## config.mk

```make
export PLATFORM = sky130hd
export DESIGN_NAME = register_file_8
export DESIGN_NICKNAME = d
export VERILOG_FILES = /design/src/rtl/cpu_pkg.sv /design/src/rtl/regfile_read_port.sv /design/src/rtl/register_file_8.sv
export SDC_FILE = /design/constraint.sdc
export NUM_CORES = 1
export LEC_CHECK = 0
export ABC_CLOCK_PERIOD_IN_PS = 1400
export BUFFER_PORTS_ARGS = -buffer_cell sky130_fd_sc_hd__buf_2
export CAP_MARGIN = 20
export CORE_MARGIN = 2
export CORE_UTILIZATION = 50
export DETAILED_ROUTE_END_ITERATION = 6
export PLACE_DENSITY = 0.77
export RECOVER_POWER = 25
export SLEW_MARGIN = 5
export SYNTH_ARGS = -nofsm -noshare
export SYNTH_HDL_FRONTEND = slang
export SYNTH_SLANG_ARGS = --single-unit
```

## constraint.sdc

```tcl
create_clock -name clk -period 1.4 [get_ports clk]
set_input_delay 0.07 -clock clk [delete_from_list [all_inputs] [get_ports clk]]
set_output_delay 0.07 -clock clk [all_outputs]
set_load 0.01 [all_outputs]
```

## src/rtl/cpu_pkg.sv

```systemverilog
// Shared datapath widths and register-address types for the CPU slice.
package cpu_pkg;

  localparam int DATA_W = 8;
  localparam int ADDR_W = 3;

  typedef logic [DATA_W-1:0] word_t;
  typedef logic [ADDR_W-1:0] reg_addr_t;

  localparam reg_addr_t REG_ZERO = '0;

endpackage : cpu_pkg

```

## src/rtl/regfile_read_port.sv

```systemverilog
// One combinational register-file read port with write-to-read bypass.
// R0 (when hardwired) has the highest priority, then the bypass, then the array.
module regfile_read_port
  import cpu_pkg::*;
#(
  parameter int DATA_W   = cpu_pkg::DATA_W,
  parameter int ADDR_W   = cpu_pkg::ADDR_W,
  parameter bit ZERO_REG = 1'b1
) (
  input  logic [ADDR_W-1:0] raddr_i,
  input  logic [DATA_W-1:0] regs_i [2**ADDR_W],
  input  logic              wr_commit_i,
  input  logic [ADDR_W-1:0] waddr_i,
  input  logic [DATA_W-1:0] wdata_i,
  output logic [DATA_W-1:0] rdata_o
);

  // Select array value, overridden by an in-flight committing write, overridden by R0.
  always_comb begin
    rdata_o = regs_i[raddr_i];
    if (wr_commit_i && (raddr_i == waddr_i)) begin
      rdata_o = wdata_i;
    end
    if (ZERO_REG && (raddr_i == ADDR_W'(REG_ZERO))) begin
      rdata_o = '0;
    end
  end

endmodule : regfile_read_port

```

## src/rtl/register_file_8.sv

```systemverilog
// Register file: two bypassed combinational read ports, one synchronous write
// port, a registered debug read port and a saturating committed-write counter.
module register_file_8
  import cpu_pkg::*;
#(
  parameter int DATA_W   = cpu_pkg::DATA_W,
  parameter int ADDR_W   = cpu_pkg::ADDR_W,
  parameter bit ZERO_REG = 1'b1
) (
  input  logic              clk,
  input  logic              rst_n,
  input  logic [ADDR_W-1:0] readReg1,
  input  logic [ADDR_W-1:0] readReg2,
  input  logic [ADDR_W-1:0] writeReg,
  input  logic [DATA_W-1:0] writeData,
  input  logic              regWrite,
  input  logic [ADDR_W-1:0] dbgAddr,
  output logic [DATA_W-1:0] readData1,
  output logic [DATA_W-1:0] readData2,
  output logic [DATA_W-1:0] dbgData,
  output logic [7:0]        writeCount
);

  localparam int unsigned NUM_REGS = 2**ADDR_W;

  logic [DATA_W-1:0] regs_q [NUM_REGS];
  logic [DATA_W-1:0] dbgData_q;
  logic [7:0]        writeCount_q;
  logic [7:0]        writeCount_d;
  logic              wr_commit;

  // Gating with rst_n keeps the bypass quiet while reset is held, so reads are 0.
  assign wr_commit = regWrite && rst_n &&
                     !(ZERO_REG && (writeReg == ADDR_W'(REG_ZERO)));

  // Saturating count of writes that actually land in the array.
  always_comb begin
    writeCount_d = writeCount_q;
    if (wr_commit && (writeCount_q != 8'hFF)) begin
      writeCount_d = writeCount_q + 8'd1;
    end
  end

  // Storage, debug snapshot (pre-write value) and counter state.
  always_ff @(posedge clk or negedge rst_n) begin
    if (!rst_n) begin
      for (int unsigned i = 0; i < NUM_REGS; i++) begin
        regs_q[i] <= '0;
      end
      dbgData_q    <= '0;
      writeCount_q <= '0;
    end else begin
      if (wr_commit) begin
        regs_q[writeReg] <= writeData;
      end
      dbgData_q    <= regs_q[dbgAddr];
      writeCount_q <= writeCount_d;
    end
  end

  regfile_read_port #(
    .DATA_W  (DATA_W),
    .ADDR_W  (ADDR_W),
    .ZERO_REG(ZERO_REG)
  ) u_rd1 (
    .raddr_i    (readReg1),
    .regs_i     (regs_q),
    .wr_commit_i(wr_commit),
    .waddr_i    (writeReg),
    .wdata_i    (writeData),
    .rdata_o    (readData1)
  );

  regfile_read_port #(
    .DATA_W  (DATA_W),
    .ADDR_W  (ADDR_W),
    .ZERO_REG(ZERO_REG)
  ) u_rd2 (
    .raddr_i    (readReg2),
    .regs_i     (regs_q),
    .wr_commit_i(wr_commit),
    .waddr_i    (writeReg),
    .wdata_i    (writeData),
    .rdata_o    (readData2)
  );

  assign dbgData    = dbgData_q;
  assign writeCount = writeCount_q;

endmodule : register_file_8

```

==> run_results.csv, run 1 <==
group,metric,value,unit
outcome,status,"complete, but fails checks",
outcome,violations,"negative setup slack",
synthesis,postSynthCellCount,312,
sta,clock_skew,0.0125,ns
synthesis,synth_area_leaders,"dfrtp_1, mux2_2, mux4_2",
clocking,root_buffer,"clkbuf_8",
place,place_hpwl,8740,µm
synthesis,synth_compound_area_frac,0.00366,
pwr,p_seq_frac,0.390,
floorplanning,die-area,10400,µm²
grt,antenna_found_initial,0,
pwr,total_power,0.00841,W
synthesis,synth-xor-area-share,0.0238,
synthesis,yosysMostFrequentCell,"dfrtp_1",
synthesis,syn_avg_cell_area,15.3,µm²
synthesis,ys_seq_area_frac,0.419,
sta,maxSlewHeadroom,0.514,
floorplanning,fp.dieH,102,µm
floorplanning,die_w,102,µm
critical_path,critPathCaptureType,"output pin",
clocking,cts_buffer_depth,2,
finish,n_antenna_cell,0,
floorplanning,fp-row-count,35,
pwr,p_int,0.00591,W
run,cap_viol_max_count,0,
detailed_routing,drc,0,
grt,grt_use_total,0.273,
critical_path,cp_slowest_cell,"mux4_2",
grt,grt_pass1_wl,20700,µm
synthesis,synthSimpleGateAreaFrac,0.0534,
critical_path,start_kind,"flip-flop",
pwr,peakVddDrop,0.000678,V
pwr,power_leakage,2.97,nW
hold_path,min_path_type,"input port to flip-flop",
sta,fin_crit,2.02,ns
floorplanning,design.core.area,9240,µm²
grt,gr-total-overflow,0,
detailed_routing,dr.pass1.iters,5,
critical_path,required,1.33,ns
grt,grt_max_degree,37,
synthesis,synth-seq-cells,80,
detailed_routing,wl,13400,µm
detailed_routing,via_per_inst,5.86,
sta,whs,0.0615,ns
synthesis,synth_edf_count,0,
finish,num-nets-final,484,
pwr,power_frac_clock,0.222,
synthesis,async_flop_share,1.00,
pwr,switchingPower,0.00250,W
clocking,clk_latency,0.37,ns
detailed_routing,ant_nets,0,
critical_path,cp.arrival,1.95,ns
sta,setup_viol_count_final,20,
synthesis,ys_warn_count,0,
synthesis,synth_top_area_frac,0.419,
synthesis,ys.flop_type,"dfrtp_1",
critical_path,rr_endpoint,"dbgData[1]$_DFF_PN0_",
finish,drive_above_1_share,0.671,
detailed_routing,wire_per_inst,22.6,µm
critical_path,cp_cell_sequence,"mux4_2, mux2_2, mux2i_1, nor2_1, buf_2",
sta,drv_slew,0,
synthesis,netlist_area,4780,µm²
critical_path,rrSetupSlack,-0.14,ns
sta,max_freq,495,MHz
critical_path,cp_num_cells,5,
place,port_buffers,54,
pwr,power.density,1340,nW/µm²
synthesis,synthMuxAreaShare,0.460,
synthesis,yosys-top-cells-count,"dfrtp_1, mux2_2, mux4_2, nor2_1, mux2i_1",
critical_path,critPathLaunch,"regs_q[57]$_DFFE_PN0P_",
synthesis,synth_top_family_by_area,"multiplexers",
critical_path,rr_worst_depth,4,
sta,layout_setup_ws,-0.618,ns
critical_path,crit_fanout,3,
sta,finalHoldViolations,0,
critical_path,path_delay_family,"multiplexers",
sta,post-route-period-util,1.44,
critical_path,max_stage_delay,0.50,ns
place,routabilityCongestion,0.869,
floorplanning,initial_core_util,0.518,
synthesis,synthAdderAreaFrac,0.00262,
synthesis,yosysTopAreaCell,"dfrtp_1",
clocking,tritoncts,"done",
grt,first_global_vias,3754,
finish,flow.area_growth_from_synthesis,31.5,%
detailed_routing,via_count,3482,
sta,rsz0062_at_grt,"true",
clocking,path_clk_slew,0.07,ns
critical_path,r2r_start,"regs_q[57]$_DFFE_PN0P_",
floorplanning,pin_count,55,
critical_path,critPathCapture,"readData2[1]",
synthesis,synth_cell_types,29,
pwr,comb_power_share,0.388,
detailed_routing,drtIter0Drc,151,
critical_path,critPathBufInv,1,
clocking,ctsHtreeMaxLevel,3,
clocking,cts_buffers,9,
pwr,switching_share,0.298,
critical_path,critPathKind,"flip-flop to output pin",
synthesis,syn-num-nets,336,
clocking,clock_sinks,80,
sta,tightest_slew,0.729,ns
routing by layer:
layer	GRT usage	vias up	share of wire
met2	0.457	137	0.51
met1	0.352	1816	0.40
met3	0.0410	35	0.053
li1	-	1494	-
met5	0	-	0
met4	0.127	0	0.037
through the flow:
step | instances | util | instance area (µm²) | worst slack [ns] | setup TNS, ns
final | 594 | 0.681 | 6290 | -0.618 | -8.88
after global routing | 594 | 0.681 | 6290 | -0.636 | -9.94
after CTS | 588 | 0.668 | 6170 | -0.568 | -8.80
after detailed placement | 553 | 0.627 | 5800 | -0.277 | -3.08
after global placement | 553 | 0.627 | 5800 | -0.235 | -2.68
after floorplan | 312 | - | 4790 | 0.00120 | 0
kinds of logic after synthesis:
logic type / Yosys count
adder cells (fa/ha/maj): 1
AO/OA/AOI/OAI: 2
AND/OR/NAND/NOR: 44
flip-flops: 80
multiplexers: 145
buffers and inverters: 27
XOR/XNOR: 13
how the worst min path moves through the flow:
stage | slack (ns) | start | endpoint | depth (start not counted)
after floorplan | -0.23 | rst_n | dbgData[0]$_DFF_PN0_ | 0
after global placement | 0.09 | rst_n | regs_q[23]$_DFFE_PN0P_ | 2
after detailed placement | 0.09 | rst_n | regs_q[47]$_DFFE_PN0P_ | 2
after CTS | 0.04 | writeData[3] | regs_q[27]$_DFFE_PN0P_ | 2
after global routing | 0.07 | writeData[3] | regs_q[11]$_DFFE_PN0P_ | 2
final | 0.06 | writeData[0] | regs_q[40]$_DFFE_PN0P_ | 2
layout make-up:
cell class | count | area, µm²
clock buffer | 14 | 183
clock inverter | 2 | 35.0
fill | 642 | 2950
multi-input combinational | 205 | 2620
sequential | 80 | 2000
tap | 129 | 161
timing repair buffer | 164 | 1290
registers in the layout (all words and copies together), names as in the netlist:
signal	count
dbgData	8
regs_q	64
writeCount	8
timing repair:
item,in CTS,in global routing
setup buffers,20,13
endpoints found under the hold margin,80,0
pin swaps,2,3
resized for setup,27,29
setup endpoints to repair,23,25
gates cloned,0,0
hold buffers,1,0
power by group through the flow:
stage	clock [W]	combinational (W)	sequential, W
6_report	0.00187	0.00326	0.00328
4_1_cts	0.00189	0.00306	0.00322
3_5_place_dp	0	0.00277	0.00327
2_1_floorplan	0	0.00149	0.00326
3_3_place_gp	0	0.00268	0.00323
5_1_grt	0.00199	0.00349	0.00333
placed cells by master, fill, tap and decap left out, drive strengths merged, types with 3 or more instances in the layout:
cell type / count
nor3: 5
nor2: 20
mux2: 81
and3: 3
nand3: 3
nand2: 5
dfrtp: 80
mux2i: 16
nand4: 5
mux4: 48
xnor2: 11
buf: 156
clkbuf: 21
Power figures use the tool's default switching activity.
==> run 2, diff against run 1 <==
--- a/config.mk
+++ b/config.mk
@@ -13,6 +13,7 @@
 export DETAILED_ROUTE_END_ITERATION = 6
 export PLACE_DENSITY = 0.77
 export RECOVER_POWER = 25
+export REMOVE_ABC_BUFFERS = 1
 export SLEW_MARGIN = 5
 export SYNTH_ARGS = -nofsm -noshare
 export SYNTH_HDL_FRONTEND = slang
==> run 2 against run 1 <==
- the flow still finishes with violations (negative setup slack)
- largest power group unchanged
- wire length fell by 6.3%
- critical endpoint is now readData1[0]
- first-iteration DRC count grew 5.3%
- combinational power shrank 9.8%
- die area did not move
==> run_results.csv, run 2 (synthesized netlist as in run 1, its figures left out) <==
group,metric,value,unit
outcome,status,"complete, but fails checks",
outcome,violations,"negative setup slack",
grt,grt_max_degree,61,
finish,fillerInstances,669,
sta,rsz0062_at_grt,"true",
hold_path,worstHoldPathCells,2,
place,dpl_cell_area,5760,µm²
grt,grt_use_total,0.257,
clocking,ctsHtreeMaxLevel,3,
place,dpl_worst_slack,-0.269,ns
sta,post-route-period-util,1.41,
sta,maxSlewHeadroom,0.481,
sta,tns,-8.96,ns
pwr,switchingPower,0.00239,W
sta,setup_viol_count_final,22,
critical_path,crit_fanout,3,
hold_path,min_path_type,"input port to flip-flop",
critical_path,critPathKind,"flip-flop to output pin",
sta,fin_crit,1.98,ns
critical_path,cp.arrival,1.91,ns
sta,drv_slew,0,
finish,num-nets-final,473,
finish,final_cell_mix,"dfrtp_1, mux2_2, buf_4",
clocking,clk_latency,0.35,ns
detailed_routing,via_count,3366,
detailed_routing,via_per_inst,5.78,
pwr,power_frac_clock,0.247,
clocking,clock_sinks,80,
detailed_routing,wl,12600,µm
floorplanning,design.core.area,9240,µm²
place,routabilityCongestion,0.890,
sta,max_freq,506,MHz
clocking,path_clk_slew,0.08,ns
clocking,root_buffer,"clkbuf_8",
floorplanning,fp.dieH,102,µm
clocking,tritoncts,"done",
sta,tightest_slew,0.778,ns
finish,flow.area_growth_from_synthesis,28.6,%
floorplanning,fp-row-count,35,
critical_path,cp_slowest_cell,"mux4_2",
floorplanning,initial_core_util,0.518,
grt,gr-total-overflow,0,
detailed_routing,dr.pass1.iters,4,
grt,antenna_found_initial,0,
pwr,switching_share,0.289,
place,port_buffers,54,
pwr,power_leakage,2.88,nW
sta,whs,0.0578,ns
sta,finalHoldViolations,0,
pwr,p_seq_frac,0.398,
pwr,p_int,0.00589,W
run,cap_viol_max_count,0,
floorplanning,pin_count,55,
floorplanning,die-area,10400,µm²
grt,first_global_vias,3590,
finish,n_antenna_cell,0,
critical_path,rr_worst_depth,3,
place,place_hpwl,8480,µm
critical_path,start_kind,"flip-flop",
floorplanning,die_w,102,µm
detailed_routing,drc,0,
critical_path,max_stage_delay,0.47,ns
pwr,comb_power_share,0.355,
finish,largest_register,"regs_q",
critical_path,required,1.33,ns
pwr,peakVddDrop,0.000558,V
grt,grt_pass1_wl,19400,µm
finish,fin_area,6150,µm²
critical_path,cp_cell_sequence,"mux4_2, mux2_2, mux2i_1, nor2_1, buf_2",
detailed_routing,ant_nets,0,
finish,largest_register_ffs,64,
critical_path,critPathCaptureType,"output pin",
finish,final_common_cell,"dfrtp_1",
clocking,cts_buffers,9,
sta,clock_skew,0.00700,ns
sta,layout_setup_ws,-0.575,ns
pwr,power.density,1350,nW/µm²
finish,final_core_util,0.666,
finish,drive_above_1_share,0.638,
clocking,cts_buffer_depth,2,
detailed_routing,wire_per_inst,21.6,µm
detailed_routing,drtIter0Drc,159,
run 2: worst paths after layout:
check,startpoint,endpoint,slack [ns]
hold / removal,writeData[1],regs_q[41]$_DFFE_PN0P_,0.06
max in group asynchronous,rst_n,regs_q[20]$_DFFE_PN0P_,0.34
min in group asynchronous,rst_n,regs_q[34]$_DFFE_PN0P_,0.42
setup / recovery,regs_q[40]$_DFFE_PN0P_,readData1[0],-0.58
setup reg to reg,regs_q[63]$_DFFE_PN0P_,dbgData[7]$_DFF_PN0_,-0.12
hold reg to reg,regs_q[62]$_DFFE_PN0P_,regs_q[62]$_DFFE_PN0P_,0.45
run 2: timing repair:
| action | 4_1_cts | 5_1_grt |
|---|---|---|
| buffers inserted | 11 | 10 |
| endpoints found under the hold margin | 80 | 0 |
| endpoints found under the setup margin | 18 | 28 |
| gates resized for setup | 23 | 25 |
| pin swaps | 1 | 3 |
| hold buffers | 1 | 0 |
run 2: power by group through the flow:
stage          Clock [W]  Sequential (W)  Combinational (W)
2_1_floorplan          0         0.00326            0.00139
3_3_place_gp           0         0.00325            0.00254
3_5_place_dp           0         0.00330            0.00261
4_1_cts          0.00207         0.00326            0.00283
5_1_grt          0.00218         0.00335            0.00315
6_report         0.00205         0.00329            0.00294
run 2: cell type report:
| class | instances | area [µm²] | share of cell area |
|---|---|---|---|
| multi-input combinational | 205 | 2610 | 0.424 |
| clock buffer | 13 | 179 | 0.0291 |
| sequential | 80 | 2000 | 0.326 |
| timing repair buffer | 153 | 1140 | 0.186 |
| tap | 129 | 161 | 0.0262 |
| clock inverter | 2 | 60.1 | 0.00977 |
run 2: metrics by stage:
step	total power (W)	std cells
global placement	0.00580	552
finish	0.00828	582
detailed placement	0.00591	552
CTS	0.00816	579
floorplan	0.00465	285
global route	0.00868	582
run 2: per-layer routing:
metal,GRT usage,routed length [µm]
met1,0.339,5040
met2,0.423,6530
met3,0.0315,645
met4,0.131,350
met5,0,0
run 2: critical path, delay by kind of cell, from the launching register on:
| kind | cells | cell delay [ns] |
|---|---|---|
| buf+inv | 1 | 0.13 |
| mux | 3 | 0.92 |
| flops | 1 | 0.45 |
| simple gates | 1 | 0.05 |
